--- src/rtl/console_pkg.sv ---
// Shared widths, FSM state encoding and the run-stop helper for the operator console.
package console_pkg;

  localparam int WORD_W = 31;
  localparam int ADDR_W = 12;
  localparam int OPC_W  = 6;
  localparam int PCNT_W = 3;

  typedef enum logic [2:0] {
    ST_IDLE     = 3'd0,
    ST_RUN      = 3'd1,
    ST_MEM_ADDR = 3'd2,
    ST_MEM_REQ  = 3'd3,
    ST_MEM_WAIT = 3'd4
  } state_t;

  // Machine halts after an instruction when auto is off or the stop address is reached.
  function automatic logic run_should_stop(input logic auto_en, input logic stop_en,
                                           input logic [ADDR_W-1:0] cur_addr,
                                           input logic [ADDR_W-1:0] stop_addr);
    return (!auto_en) || (stop_en && (cur_addr == stop_addr));
  endfunction

endpackage

--- src/rtl/panel_debounce.sv ---
// Button debouncer: accepts a new level after DEBOUNCE_CYCLES consecutive differing samples,
// emitting a one-cycle pulse when the accepted level rises.
module panel_debounce #(
  parameter logic [15:0] DEBOUNCE_CYCLES = 16'd50000
) (
  input  logic clk,
  input  logic resetn,
  input  logic raw,
  output logic pulse
);

  logic        level;
  logic [15:0] count;

  // Count differing samples; flip the accepted level once the run is long enough.
  always_ff @(posedge clk) begin
    if (!resetn) begin
      level <= 1'b0;
      count <= 16'd0;
      pulse <= 1'b0;
    end else if (raw == level) begin
      count <= 16'd0;
      pulse <= 1'b0;
    end else if (count == (DEBOUNCE_CYCLES - 16'd1)) begin
      level <= raw;
      count <= 16'd0;
      pulse <= raw;
    end else begin
      count <= count + 16'd1;
      pulse <= 1'b0;
    end
  end

endmodule

--- src/rtl/console_panel.sv ---
// Operator console front end: debounced buttons, register load/clear decode, manual memory
// sequencing, run control with stop-at-address, and registered light outputs.
module console_panel
  import console_pkg::*;
#(
  parameter logic [15:0] DEBOUNCE_CYCLES = 16'd50000
) (
  input  logic              clk,
  input  logic              resetn,
  input  logic              btn_machine_start,
  input  logic              btn_clear_pulse,
  input  logic              btn_do_read_mem,
  input  logic              btn_do_write_mem,
  input  logic              btn_write_reg,
  input  logic              btn_clear_reg_c,
  input  logic              btn_clear_reg_select,
  input  logic              btn_clear_reg_start,
  input  logic              switch_auto_enable,
  input  logic              switch_stop_at_enable,
  input  logic              switch_select_or_start,
  input  logic              switch_arr_reg_c,
  input  logic              switch_arr_reg_select,
  input  logic              switch_arr_reg_start,
  input  logic [WORD_W-1:0] input_reg_c_value,
  input  logic [ADDR_W-1:0] input_reg_select_value,
  input  logic [ADDR_W-1:0] input_reg_start_value,
  input  logic              instr_done,
  input  logic              mem_finish,
  input  logic [WORD_W-1:0] reg_c_value,
  input  logic [ADDR_W-1:0] reg_select_value,
  input  logic [ADDR_W-1:0] reg_start_value,
  input  logic [OPC_W-1:0]  op_code_value,
  input  logic [PCNT_W-1:0] pulse_counter_value,
  output logic              machine_start_pulse,
  output logic              clear_pulse,
  output logic              do_arr_reg_c,
  output logic [WORD_W-1:0] arr_reg_c_data,
  output logic              do_arr_reg_select,
  output logic [ADDR_W-1:0] arr_reg_select_data,
  output logic              do_arr_reg_start,
  output logic [ADDR_W-1:0] arr_reg_start_data,
  output logic              do_start_to_select,
  output logic              mem_read_pulse,
  output logic              mem_write_pulse,
  output logic              running,
  output logic [WORD_W-1:0] light_reg_c_value,
  output logic [ADDR_W-1:0] light_reg_select_value,
  output logic [ADDR_W-1:0] light_reg_start_value,
  output logic [OPC_W-1:0]  light_op_code_value,
  output logic [PCNT_W-1:0] light_pulse_counter_value
);

  logic [7:0] raw_btn;
  logic [7:0] btn;

  assign raw_btn = {btn_clear_reg_start, btn_clear_reg_select, btn_clear_reg_c, btn_write_reg,
                    btn_do_write_mem, btn_do_read_mem, btn_clear_pulse, btn_machine_start};

  for (genvar gi = 0; gi < 8; gi++) begin : g_deb
    panel_debounce #(.DEBOUNCE_CYCLES(DEBOUNCE_CYCLES)) u_deb (
      .clk    (clk),
      .resetn (resetn),
      .raw    (raw_btn[gi]),
      .pulse  (btn[gi])
    );
  end

  state_t              state, state_next;
  logic                op_write, op_write_next;
  logic                start_n, clear_n, rd_n, wr_n, sts_n;
  logic                c_n, sel_n, st_n;
  logic [WORD_W-1:0]   c_data_n;
  logic [ADDR_W-1:0]   sel_data_n, st_data_n;

  // Next-state and next-output decode; the clear button overrides the whole sequencer.
  always_comb begin
    state_next    = state;
    op_write_next = op_write;
    start_n       = 1'b0;
    clear_n       = 1'b0;
    rd_n          = 1'b0;
    wr_n          = 1'b0;
    sts_n         = 1'b0;
    c_n           = 1'b0;
    sel_n         = 1'b0;
    st_n          = 1'b0;
    c_data_n      = {WORD_W{1'b0}};
    sel_data_n    = {ADDR_W{1'b0}};
    st_data_n     = {ADDR_W{1'b0}};
    if (btn[1]) begin
      clear_n    = 1'b1;
      state_next = ST_IDLE;
    end else begin
      case (state)
        ST_IDLE: begin
          if (btn[0]) begin
            start_n    = 1'b1;
            state_next = ST_RUN;
          end else if (btn[2]) begin
            op_write_next = 1'b0;
            state_next    = ST_MEM_ADDR;
          end else if (btn[3]) begin
            op_write_next = 1'b1;
            state_next    = ST_MEM_ADDR;
          end else begin
            state_next = ST_IDLE;
          end
        end
        ST_RUN: begin
          if (!instr_done) begin
            state_next = ST_RUN;
          end else if (run_should_stop(switch_auto_enable, switch_stop_at_enable,
                                       reg_start_value, input_reg_start_value)) begin
            state_next = ST_IDLE;
          end else begin
            start_n = 1'b1;
          end
        end
        ST_MEM_ADDR: begin
          if (switch_select_or_start) begin
            sel_n      = 1'b1;
            sel_data_n = input_reg_select_value;
          end else begin
            sts_n = 1'b1;
          end
          state_next = ST_MEM_REQ;
        end
        ST_MEM_REQ: begin
          if (op_write) begin
            wr_n = 1'b1;
          end else begin
            rd_n = 1'b1;
          end
          state_next = ST_MEM_WAIT;
        end
        ST_MEM_WAIT: begin
          if (mem_finish) begin
            state_next = ST_IDLE;
          end else begin
            state_next = ST_MEM_WAIT;
          end
        end
        default: state_next = ST_IDLE;
      endcase
    end
    // Register buttons only matter while idle; a clear beats a write on the same register.
    if (state == ST_IDLE) begin
      c_n  = btn[5] || (btn[4] && switch_arr_reg_c);
      st_n = btn[7] || (btn[4] && switch_arr_reg_start);
      if (btn[6] || (btn[4] && switch_arr_reg_select)) begin
        sel_n = 1'b1;
      end else begin
        sel_n = sel_n;
      end
      c_data_n  = (!btn[5] && btn[4] && switch_arr_reg_c)     ? input_reg_c_value     : {WORD_W{1'b0}};
      st_data_n = (!btn[7] && btn[4] && switch_arr_reg_start) ? input_reg_start_value : {ADDR_W{1'b0}};
      if (!btn[6] && btn[4] && switch_arr_reg_select) begin
        sel_data_n = input_reg_select_value;
      end else begin
        sel_data_n = sel_data_n;
      end
    end else begin
      c_n = 1'b0;
    end
  end

  // State register plus registered pulses and lights.
  always_ff @(posedge clk) begin
    if (!resetn) begin
      state                     <= ST_IDLE;
      op_write                  <= 1'b0;
      machine_start_pulse       <= 1'b0;
      clear_pulse               <= 1'b0;
      do_arr_reg_c              <= 1'b0;
      arr_reg_c_data            <= {WORD_W{1'b0}};
      do_arr_reg_select         <= 1'b0;
      arr_reg_select_data       <= {ADDR_W{1'b0}};
      do_arr_reg_start          <= 1'b0;
      arr_reg_start_data        <= {ADDR_W{1'b0}};
      do_start_to_select        <= 1'b0;
      mem_read_pulse            <= 1'b0;
      mem_write_pulse           <= 1'b0;
      running                   <= 1'b0;
      light_reg_c_value         <= {WORD_W{1'b0}};
      light_reg_select_value    <= {ADDR_W{1'b0}};
      light_reg_start_value     <= {ADDR_W{1'b0}};
      light_op_code_value       <= {OPC_W{1'b0}};
      light_pulse_counter_value <= {PCNT_W{1'b0}};
    end else begin
      state                     <= state_next;
      op_write                  <= op_write_next;
      machine_start_pulse       <= start_n;
      clear_pulse               <= clear_n;
      do_arr_reg_c              <= c_n;
      arr_reg_c_data            <= c_data_n;
      do_arr_reg_select         <= sel_n;
      arr_reg_select_data       <= sel_data_n;
      do_arr_reg_start          <= st_n;
      arr_reg_start_data        <= st_data_n;
      do_start_to_select        <= sts_n;
      mem_read_pulse            <= rd_n;
      mem_write_pulse           <= wr_n;
      running                   <= (state_next == ST_RUN);
      light_reg_c_value         <= reg_c_value;
      light_reg_select_value    <= reg_select_value;
      light_reg_start_value     <= reg_start_value;
      light_op_code_value       <= op_code_value;
      light_pulse_counter_value <= pulse_counter_value;
    end
  end

endmodule
--- config.mk ---
export PLATFORM = sky130hd
export DESIGN_NAME = console_panel
export DESIGN_NICKNAME = d
export VERILOG_FILES = /design/src/rtl/console_pkg.sv /design/src/rtl/panel_debounce.sv /design/src/rtl/console_panel.sv
export SDC_FILE = /design/constraint.sdc
export NUM_CORES = 1
export LEC_CHECK = 0
export ABC_AREA = 1
export BUFFER_PORTS_ARGS = -buffer_cell sky130_fd_sc_hd__buf_2
export CAP_MARGIN = 20
export CORE_ASPECT_RATIO = 1.4
export CORE_UTILIZATION = 35
export DETAILED_ROUTE_END_ITERATION = 8
export GPL_TIMING_DRIVEN = 0
export RECOVER_POWER = 25
export SETUP_SLACK_MARGIN = 0.2
export SLEW_MARGIN = 10
export SYNTH_ARGS = -nofsm -noshare
export SYNTH_HDL_FRONTEND = slang
export SYNTH_SLANG_ARGS = --single-unit
--- constraint.sdc ---
create_clock -name clk -period 3.92 [get_ports clk]
set_input_delay 0.196 -clock clk [delete_from_list [all_inputs] [get_ports clk]]
set_output_delay 0.196 -clock clk [all_outputs]
set_load 0.03 [all_outputs]
---- Yosys cells after proc, flatten, opt, wreduce, memory -nomap -nowiden ----
Index checks and enable logic that the tools add are counted.
word-level totals
  bits of input ports ..................... 137
  bits in registers ....................... 276
  output and inout bits ................... 128
cells by class
  bitwise operators ....................... 21
  mux-type cells .......................... 28
  reduce and logical (&&, ||, !) cells .... 51
  $add $sub $neg .......................... 8
  equal/unequal tests ..................... 22
operators by type and width
  kind                                                                    count
  16-bit by 1-bit adder with 16-bit output (second input constant)        8
  16-bit equality test (second input constant)                            8
  12-bit 2-to-1 mux                                                       5
  3-bit OR reduction                                                      18
  1-bit inverter                                                          21
  2-bit AND reduction                                                     9
  3-bit case mux with 5 select lines                                      1
  1-bit 2-to-1 mux                                                        14
  12-bit equality test                                                    1
  3-bit 2-to-1 mux                                                        4
  1-bit logical AND                                                       10
  1-bit equality test                                                     8
  3-bit by 1-bit equality test with 1-bit output (second input constant)  2
  3-bit by 2-bit equality test with 1-bit output (second input constant)  2
  2-bit 2-to-1 mux                                                        3
  3-bit AND reduction                                                     2
  1-bit zero test                                                         4
  1-bit logical OR                                                        4
  4-bit AND reduction                                                     1
  3-bit equality test (second input constant)                             1
  3-bit zero test                                                         1
  1-bit case mux with 2 select lines                                      1
  2-bit nonzero test                                                      1
  2-bit OR reduction                                                      1

---- Longest topological paths before layout ----
Gate-level depths: netlist of the first run.
  depth in word-level cells ............... 8
  mapped depth ............................ 11

---- Modules after synthesis ----
Synthesis of the first run repeated with hierarchy kept, for this count alone.
second synthesis, totals
  cells, all modules ...................... 1691
  area total of the unflattened synthesis .. 12215.5 um^2
by module, submodules not included
  module                               seq. area each (um^2)  instances  cells an instance  area an instance (um^2)
  panel_debounce (g_deb[0].u_deb ...)  360.3                  7          153                1017.2
  console_panel                        2642.5                 1          497                4175.3
  panel_debounce (g_deb[7].u_deb)      360.3                  1          123                919.6

---- Worst setup path after synthesis of the first run ----
Ideal clock, no wire load.
  path kind ............................... flip-flop to flip-flop
  from .................................... register g_deb[6].u_deb.count[0]
  to ...................................... register g_deb[6].u_deb.count[15]
  cell stages (with the launch flop) ...... 10
  data arrival time ....................... 1.346 ns
  data required time ...................... 3.805 ns
  clock period less this slack ............ 1.460 ns
  path slack .............................. 2.460 ns
  cells stage by stage .................... dfxtp_1 > ha_1 > nand2_1 > nor2_2 > inv_2 > nor2_2 > nand4_1 > nand3_2 > buf_6 > nor2_1
on the way
  longest elaborated chain between the ends .. 2
  elaborated cells between the ends (all ways) .. 3
  classes of those cells .................. add/sub: 1; eq/ne: 1; reduce/logical: 1
ends and longest elaborated chain
  element                                                                           RTL line              text
  start: declaration                                                                panel_debounce.sv:13  logic [15:0] count;
  start signal: assignment                                                          panel_debounce.sv:29  count <= count + 16'd1;
  branches (longest 2 deep; another with 16-bit by 1-bit adder with 16-bit output)  --
Several ways; the timed one is not identified.
A chain may end at the register's enable or synchronous reset.

---- Worst setup path in the final report of the first run ----
  from .................................... register g_deb[3].u_deb.count[0]
  to ...................................... register g_deb[3].u_deb.count[13]
on the way
  longest elaborated chain between the ends .. 2
  elaborated cells between the ends (all ways) .. 3
  classes of those cells .................. add/sub: 1; eq/ne: 1; reduce/logical: 1
ends and longest elaborated chain
  element                                                                           RTL line
  start: declaration                                                                panel_debounce.sv:13
  start signal: assignment                                                          panel_debounce.sv:29
  branches (longest 2 deep; another with 16-bit by 1-bit adder with 16-bit output)  --
Several ways; the timed one is not identified.

==> flow_summary.yaml, run 1 <==
yosys:
  async_flop_share_pct: 0
  syn-num-nets: 1563
  yosys.area_share.adder_pct: 0.927
  synth_edf_count: 0
  post-synth-top-count-cell: "dfxtp_1"
  synth_mux_area_share_pct: 0
  ys.flop_type: "dfxtp_1"
  synth_area_leader_cell: "dfxtp_1"
  synth.area.top_cells: "dfxtp_1 51%, nand2_1 9.5%, inv_1 8.8%"
  yosysUniqueCellTypes: 36
  syn_area_per_cell_um2: 7.61
  synth_top_family_by_area: "simple AND/OR/NAND/NOR gates"
  syn_area_mm2: 0.0108
  yosysSeqAreaShare_pct: 51.2
  netlist.area_leader.share_pct: 51.2
  synth-compound-area-share_pct: 3.66
  synth_common_cells: "276 x dfxtp_1, 272 x nand2_1, 254 x inv_1, 209 x nor2_1, 82 x nand3_1"
  synth-xor-area-share_pct: 3.81
  ys_ff_latch: 276
  ys_warn_count: 0
  yosys.area_share.simple_pct: 30.1
  syn-instance-count: 1418
critical_path:
  worstPathArrival_ns: 2.15
  crit_type: "reg2reg"
  critPathMaxFanout: 10
  start_kind: "register"
  endpoint_kind: "register"
  crit_required_ns: 4.35
layout:
  final_cells: 2249
  nets: 1987
  drive_above_1_share_pct: 15.2
  multi_input_area_mm2: 0.00416
  fin_area_mm2: 0.0147
  fin_util_pct: 48.9
  syn2layout_area_growth_pct: 36.6
  nFillCells: 2961
  seq_area_mm2: 0.00553
routing:
  drt-total-wl_mm: 28.9
  post-route-drc-count: 0
  wl_per_cell_um: 12.9
  vias: 10000
  first_pass_iters: 5
  drtIter0Drc: 313
  viasPerCell: 4.45
  postRouteAntennaNets: 0
floorplan:
  ios: 265
  die_w_um: 150
  fp-row-count: 75
  core_mm2: 0.0301
  die_y_um: 210
  die_area_mm2: 0.0316
  start_util_pct: 35.8
clocking:
  cts_buffers: 28
  cts_tree: "built"
  postCtsHoldBufs: 130
  insertion_delay_ns: 0.54
  postCtsSetupBuffers: 0
  cts.clk_slew.worst_paths_ns: 0.06
  cts_htree_levels: 1
  cts_buffer_depth: 3
  numClockSinks: 276
  cts_resized: 0
  cts-root-buf: "clkbuf_16"
place:
  place_inst: 2067
  hpwlAfterDp_mm: 21.4
  port_buffers: 264
  routabilityCongestion: 0.867
  postPlaceCellArea_mm2: 0.0126
pwr:
  power.total_w: 0.00599
  p_per_area_mw_per_mm2: 406
  p_leak_nw: 6.60
  peakVddDrop_v: 0.000263
global_routing:
  groute.usage.overall_pct: 17.6
  met2_usage_pct: 34.3
  antenna_found_initial: 8
  grt_max_degree: 14
  grt_use_met1_pct: 17.5
  grt.busiest_layer: "met2"
  grt_pass1_wl_mm: 44.2
  met3_usage_pct: 4.39
  grt_pass1_vias: 9622
  grt_overflow: 0
sta:
  fin_skew_ns: 0.00599
  slew_headroom_pct: 65.5
  finalHoldViolCount: 0
  setup_viol: 0
  setup-tns-final_ns: 0
  clock.fmax_mhz: 584
  grt_setup_unrepaired: "no"
  slew_viol_final: 0
  max_slew.worst_pin.slew_ns: 0.518
  finalWorstPathRequiredPeriod_ns: 1.71
  period_share_pct: 43.7
worst_hold_path:
  hold_path.class: "in2reg"
outcome:
  status: "finished, final reports clean"
flow_run:
  cap_violations: 0
## final timing paths
check / startpoint / to / slack, ns / cells past startpoint
worst max-delay path: g_deb[3].u_deb.count[0] / g_deb[3].u_deb.count[13] / 2.21 / 7
worst min-delay path: switch_arr_reg_start / do_arr_reg_start / 0.04 / 3
worst max register to register: g_deb[3].u_deb.count[0] / g_deb[3].u_deb.count[13] / 2.21 / 7
worst min register to register: g_deb[1].u_deb.count[0] / g_deb[1].u_deb.count[0] / 0.45 / 1
## power breakdown
group | switching (W) | total [W] | internal (W)
clock | 0.00107 | 0.00271 | 0.00164
sequential | 0.0000154 | 0.00286 | 0.00285
combinational | 0.000229 | 0.000417 | 0.000188
total | 0.00131 | 0.00599 | 0.00468
## state kept, by name (all words and copies together) (netlist names)
signal                     count
state                          3
light_reg_start_value         12
do_arr_reg_select              1
do_arr_reg_c                   1
do_arr_reg_start               1
g_deb.u_deb.level              8
arr_reg_c_data                31
g_deb.u_deb.count            128
do_start_to_select             1
arr_reg_select_data           12
arr_reg_start_data            12
mem_write_pulse                1
light_reg_select_value        12
running                        1
machine_start_pulse            1
g_deb.u_deb.pulse              8
clear_pulse                    1
light_op_code_value            6
light_pulse_counter_value      3
mem_read_pulse                 1
op_write                       1
light_reg_c_value             31
## worst max-delay path: stages, from the launching register on
cell     delay, ns
dfxtp_1       0.35
ha_1          0.20
nand3_1       0.16
nor2_1        0.17
nand4_1       0.16
nand3_1       0.25
buf_4         0.24
nor2_1        0.06
## cells in the final DEF (no fill, tap or decap), types with 5 or more instances in the layout
master and instances:
nor2_1 209, clkbuf_1 100, xor2_1 32, inv_1 255
nand3b_1 5, nor3_1 58, dfxtp_1 276, buf_2 183
o21ai_0 12, nor3b_1 6, nand3_2 6, nor3_2 7
nand4_1 32, clkbuf_16 29, xnor2_1 15, clkinv_2 5
ha_1 8, nor2_2 16, dlygate4sd3_1 130, nor4_1 15
or2_0 5, a21oi_1 57, buf_4 6, inv_2 6
nand2_1 272, nand3_1 82, clkbuf_8 9, or2_2 7
## cells by family (layout without fill, tap and decap cells)
group | count (synthesis) | in the layout
fa+ha+maj | 8 | 8
xor+xnor | 47 | 47
flops | 276 | 276
buf+inv | 285 | 728
simple gates | 727 | 727
compound gates | 75 | 75
other cells | 0 | 3
## per-stage QoR
stage	setup WS (ns)	hold slack (ns)
2_1_floorplan	2.46	0.275
3_3_place_gp	2.15	0.376
3_5_place_dp	2.15	0.381
4_1_cts	2.12	0.0155
5_1_grt	1.97	0.0314
6_report	2.21	0.0444
## layout make-up
| cell class | count | area share [%] |
|---|---|---|
| Timing Repair Buffer | 394 | 17.0 |
| Clock inverter | 8 | 0.628 |
| Tap cell | 385 | 3.27 |
| Antenna cell | 3 | 0.0509 |
| Inverter | 262 | 6.67 |
| Multi-Input combinational cell | 857 | 28.2 |
| Clock buffer | 41 | 5.84 |
| Sequential cell | 276 | 37.5 |
| Buffer | 23 | 0.900 |
## routing by layer
metal / share of wire (%) / up-vias
met3: 7.7 / 54
met5: 0.24 / -
li1: - / 5228
met1: 38 / 4470
met4: 2.4 / 10
met2: 51 / 252
No activity file was read; power rests on OpenSTA's default activity.
==> inputs of run 2 (changes only) <==
==> constraint.sdc (replaced) <==
create_clock -name clk -period 1.8 [get_ports clk]
set_input_delay 0.09 -clock clk [delete_from_list [all_inputs] [get_ports clk]]
set_output_delay 0.09 -clock clk [all_outputs]
set_load 0.03 [all_outputs]
==> flow_summary.yaml, run 2 (synthesis gave the netlist of run 1 again) <==
outcome:
  status: "finished, final reports clean"
place:
  postPlaceCellArea_mm2: 0.0126
  post-place-ws_ns: 0.0281
  hpwlAfterDp_mm: 21.4
  port_buffers: 264
  routabilityCongestion: 0.867
critical_path:
  crit_type: "reg2reg"
  start_kind: "register"
  r2r_cells: 8
  path_buf_inv: 2
  cp_slowest_cell: "dfxtp_1"
  worstPathArrival_ns: 1.98
  critPathMaxFanout: 10
  crit_family: "simple AND/OR/NAND/NOR gates"
  crit_required_ns: 2.27
  endpoint_kind: "register"
  path_cells: "nor2_2, nand2_1, nor2_1, inv_2, nor2_1, nand3_2, buf_4, nor2_2"
  crit_cells: 8
  slowest_delay_ns: 0.37
routing:
  drt-total-wl_mm: 29.5
  vias: 10100
  wl_per_cell_um: 13.0
  viasPerCell: 4.46
  post-route-drc-count: 0
  postRouteAntennaNets: 0
  first_pass_iters: 4
  drtIter0Drc: 317
sta:
  fin_skew_ns: 0.00607
  finalWorstPathRequiredPeriod_ns: 1.51
  setup-tns-final_ns: 0
  fin_ws_ns: 0.286
  clock.fmax_mhz: 661
  finalHoldViolCount: 0
  setup_viol: 0
  slew_viol_final: 0
  max_slew.worst_pin.slew_ns: 0.653
  grt_setup_unrepaired: "yes"
  slew_headroom_pct: 56.5
  period_share_pct: 84.1
pwr:
  power.total_w: 0.0131
  peakVddDrop_v: 0.000571
  p_per_area_mw_per_mm2: 858
  p_leak_nw: 7.03
floorplan:
  die_w_um: 150
  core_mm2: 0.0301
  ios: 265
  fp-row-count: 75
  die_y_um: 210
  die_area_mm2: 0.0316
  start_util_pct: 35.8
layout:
  nFillCells: 2868
  final_cell_mix: "271 x nand2_1, 268 x dfxtp_1, 253 x inv_1"
  nets: 2014
  syn2layout_area_growth_pct: 41.5
  reg_top3: "g_deb.u_deb.count: 128 flops, arr_reg_c_data: 31 flops, light_reg_c_value: 31 flops"
  final_common_cell: "nand2_1"
  fin_area_mm2: 0.0153
  top_register: "g_deb.u_deb.count"
  drive_above_1_share_pct: 21.3
  fin_util_pct: 50.7
  largest_register_ffs: 128
global_routing:
  grt_pass1_wl_mm: 44.5
  groute.usage.overall_pct: 17.7
  grt_max_degree: 14
  grt_pass1_vias: 9699
  antenna_found_initial: 8
  grt_overflow: 0
flow_run:
  cap_violations: 0
clocking:
  numClockSinks: 276
  cts_buffer_depth: 3
  cts_buffers: 28
  cts_tree: "built"
  cts_htree_levels: 1
  cts.clk_slew.worst_paths_ns: 0.06
  insertion_delay_ns: 0.54
  cts-root-buf: "clkbuf_16"
worst_hold_path:
  hold_path.class: "in2reg"
  whs_path_depth: 5
## run 2: cell count changes in the layout (fill, tap and decap cells not counted), moves of 7 or more
| cell | change |
|---|---|
| clkbuf_1 | -57 |
| buf_4 | +23 |
| nor2_1 | -11 |
| nand3_4 | +7 |
| nand3_1 | -10 |
| buf_2 | +53 |
| nor2_4 | +7 |
| dfxtp_1 | -8 |
| dfxtp_2 | +8 |
## run 2: power by group
group          total, W  switching [W]  internal [W]  leakage, nW
logic          0.000971       0.000517      0.000454         4.31
clock network   0.00590        0.00233       0.00357        0.474
registers       0.00624      0.0000329       0.00620         2.25
total            0.0131        0.00288        0.0102         7.03
## run 2: worst min-delay path: stages
cell and delay, ns:
buf_2 0.10, inv_1 0.12, nor2_2 0.06, nand3_1 0.07
a21oi_1 0.06
## run 2: layer usage
metal / GRT usage (%) / vias up / share of wire [%]
met3: 4.39 / 53 / 7.6
li1: - / 5282 / -
met2: 34.5 / 249 / 52
met5: 0 / - / 0.23
met4: 6.34 / 10 / 2.3
met1: 17.6 / 4552 / 38
## run 2: worst paths after layout
kind	start	end	slack, ns
worst max-delay path	state[1]	arr_reg_start_data[2]	0.29
worst min register to register	g_deb[1].u_deb.count[0]	g_deb[1].u_deb.count[0]	0.41
worst max register to register	state[1]	arr_reg_start_data[2]	0.29
worst min-delay path	switch_auto_enable	machine_start_pulse	0.008
## run 2: final cells by class
cell class,instances,area [µm²],share of cell area [%]
Antenna cell,3,7.51,0.0491
Buffer,23,153,0.999
Clock buffer,41,861,5.63
Clock inverter,8,92.6,0.606
Inverter,262,983,6.44
Multi-Input combinational cell,857,4360,28.5
Sequential cell,276,5540,36.2
Tap cell,385,482,3.15
Timing Repair Buffer,421,2810,18.4
## run 2: per-stage QoR
stage | hold slack [ns] | cells
final | 0.00767 | 2276
after global routing | 0.0277 | 2274
after CTS | 0.00147 | 2257
after global placement | 0.270 | 2067
after detailed placement | 0.275 | 2067
after floorplan | 0.169 | 1418
## run 2: timing repair
| action | in CTS | in global routing |
|---|---|---|
| setup buffers | 7 | 17 |
| hold endpoints to repair | 171 | 0 |
| hold buffers | 134 | 0 |
| endpoints found under the setup margin | 75 | 146 |
| pin swaps | 6 | 15 |
| resized for setup | 17 | 56 |
==> inputs of run 3 (changes only) <==
==> constraint.sdc (replaced) <==
create_clock -name clk -period 1.4 [get_ports clk]
set_input_delay 0.07 -clock clk [delete_from_list [all_inputs] [get_ports clk]]
set_output_delay 0.07 -clock clk [all_outputs]
set_load 0.03 [all_outputs]
==> flow_summary.yaml, run 3 (synthesis gave the netlist of run 1 again) <==
layout:
  multi_input_area_mm2: 0.00583
  top_register: "g_deb.u_deb.count"
  reg_top3: "g_deb.u_deb.count: 128 flops, arr_reg_c_data: 31 flops, light_reg_c_value: 31 flops"
  largest_register_ffs: 128
  drive_above_1_share_pct: 42.8
  final_cell_mix: "246 x buf_2, 245 x nand2_1, 231 x inv_1"
  seq_area_mm2: 0.00565
  fin_area_mm2: 0.0184
  fin_util_pct: 61.0
  nFillCells: 2423
  final_common_cell: "buf_2"
  nets: 2128
  syn2layout_area_growth_pct: 70.1
worst_hold_path:
  worstHoldStart: "reg_start_value[4]"
  whs_path_depth: 4
  hold_path.class: "in2reg"
  min_to: "light_reg_start_value[4]"
clocking:
  insertion_delay_ns: 0.55
  cts_buffers: 28
  cts_tree: "built"
  cts_buffer_depth: 3
  cts.clk_slew.worst_paths_ns: 0.06
  cts_htree_levels: 1
  cts-root-buf: "clkbuf_16"
  numClockSinks: 276
routing:
  post-route-drc-count: 0
  wl_per_cell_um: 15.3
  drtIter0Drc: 392
  vias: 11200
  viasPerCell: 4.66
  first_pass_iters: 5
  drt-total-wl_mm: 36.8
  postRouteAntennaNets: 0
sta:
  clock.fmax_mhz: 665
  fin_ws_ns: -0.104
  max_slew.worst_pin.slew_ns: 0.544
  finalWorstPathRequiredPeriod_ns: 1.50
  slew_headroom_pct: 63.7
  slew_viol_final: 0
  hold_slack_ns: 0.0269
  fin_skew_ns: 0.0108
  finalHoldViolCount: 0
  setup-tns-final_ns: -3.27
  grt_setup_unrepaired: "yes"
  setup_viol: 62
  period_share_pct: 107
floorplan:
  ios: 265
  die_area_mm2: 0.0316
  die_y_um: 210
  core_mm2: 0.0301
  fp-row-count: 75
  start_util_pct: 35.8
  die_w_um: 150
critical_path:
  crit_required_ns: 1.84
  endpoint_kind: "register"
  slowest_delay_ns: 0.35
  r2r-start: "g_deb[6].u_deb.count[0]"
  crit_type: "reg2reg"
  r2r_slack_ns: -0.10
  r2r_cells: 9
  path_buf_inv: 2
  cp_slowest_cell: "dfxtp_2"
  critPathMaxFanout: 5
  critPathLaunch: "g_deb[6].u_deb.count[0]"
  timing.rr.end: "g_deb[6].u_deb.count[8]"
  start_kind: "register"
  crit_top_cell: "nor2_4"
  path_cells: "ha_4, nand2_4, nor2_4, inv_2, nor2_4, nand4_1, nand3_4, clkbuf_16, nor2_2"
  crit_family: "simple AND/OR/NAND/NOR gates"
  worstPathArrival_ns: 1.94
pwr:
  peakVddDrop_v: 0.000901
  power.total_w: 0.0183
  p_per_area_mw_per_mm2: 995
  p_leak_nw: 8.23
place:
  port_buffers: 264
  hpwlAfterDp_mm: 23.2
  routabilityCongestion: 0.859
  postPlaceCellArea_mm2: 0.0130
outcome:
  status: "finished, violations left"
  violations: "negative setup slack"
global_routing:
  groute.usage.overall_pct: 21.5
  grt_overflow: 0
  grt_pass1_vias: 10900
  grt_pass1_wl_mm: 53.3
  antenna_found_initial: 12
  grt_max_degree: 16
flow_run:
  cap_violations: 0
[run 3: changes by cell type in the layout (fill, tap and decap cells not counted), sizes merged, moves of 2 or more]
| cell | delta |
|---|---|
| clkinvlp | +2 |
| clkbuf | -20 |
| dlygate4sd3 | +4 |
| buf | +124 |
| diode | +6 |
| bufinv | +6 |
[run 3: per-layer routing]
layer  global-route usage (%)  part of all wire, %
met3                     5.41                  7.4
met4                     9.40                  3.2
met1                     22.7                   38
met2                     39.4                   51
met5                        0                 0.18
[run 3: stage by stage]
stage                     instances  setup slack (ns)
final                          2399            -0.104
after CTS                      2330           -0.0486
after detailed placement       2067            -0.239
after floorplan                1418            0.0144
after global placement         2067            -0.217
after global routing           2394            -0.172
[run 3: report_power, final]
part	internal (W)	switching, W	total (W)	leakage [nW]
clock network	0.00548	0.00325	0.00872	0.533
registers	0.00795	0.0000530	0.00800	2.28
logic	0.000730	0.000817	0.00155	5.42
total	0.0142	0.00412	0.0183	8.23
[run 3: area by class of cell]
| cell class | instances | share of cell area (%) |
|---|---|---|
| multi-input combinational | 857 | 31.7 |
| sequential | 276 | 30.8 |
| timing repair buffer | 535 | 22.0 |
| inverter | 262 | 5.49 |
| clock buffer | 34 | 4.27 |
| tap | 385 | 2.62 |
| clock inverter | 18 | 1.67 |
| buffer | 23 | 1.36 |
| antenna | 9 | 0.123 |
[run 3: worst reg2reg max path: stages (launching register included)]
cell and delay, ns:
dfxtp_2 0.35, ha_4 0.15, nand2_4 0.05, nor2_4 0.12, inv_2 0.06, nor2_4 0.10, nand4_1 0.19, nand3_4 0.17
clkbuf_16 0.17, nor2_2 0.03
[run 3: worst max path at each step]
stage                               endpoint  slack (ns)  depth (start not counted)
CTS                  g_deb[1].u_deb.count[6]       -0.05                         10
global placement           do_arr_reg_select       -0.22                          6
floorplan           g_deb[6].u_deb.count[14]        0.01                          9
detailed placement        arr_reg_c_data[15]       -0.24                          6
global route         g_deb[6].u_deb.count[9]       -0.17                          4
finish               g_deb[6].u_deb.count[8]       -0.10                          9
[run 3: what timing repair did]
action,in CTS,in global routing
resized for setup,218,304
pin swaps,56,97
setup buffers,66,57
endpoints found under the hold margin,182,0
endpoints found under the setup margin,208,221
cloned,9,3
hold buffers,136,0
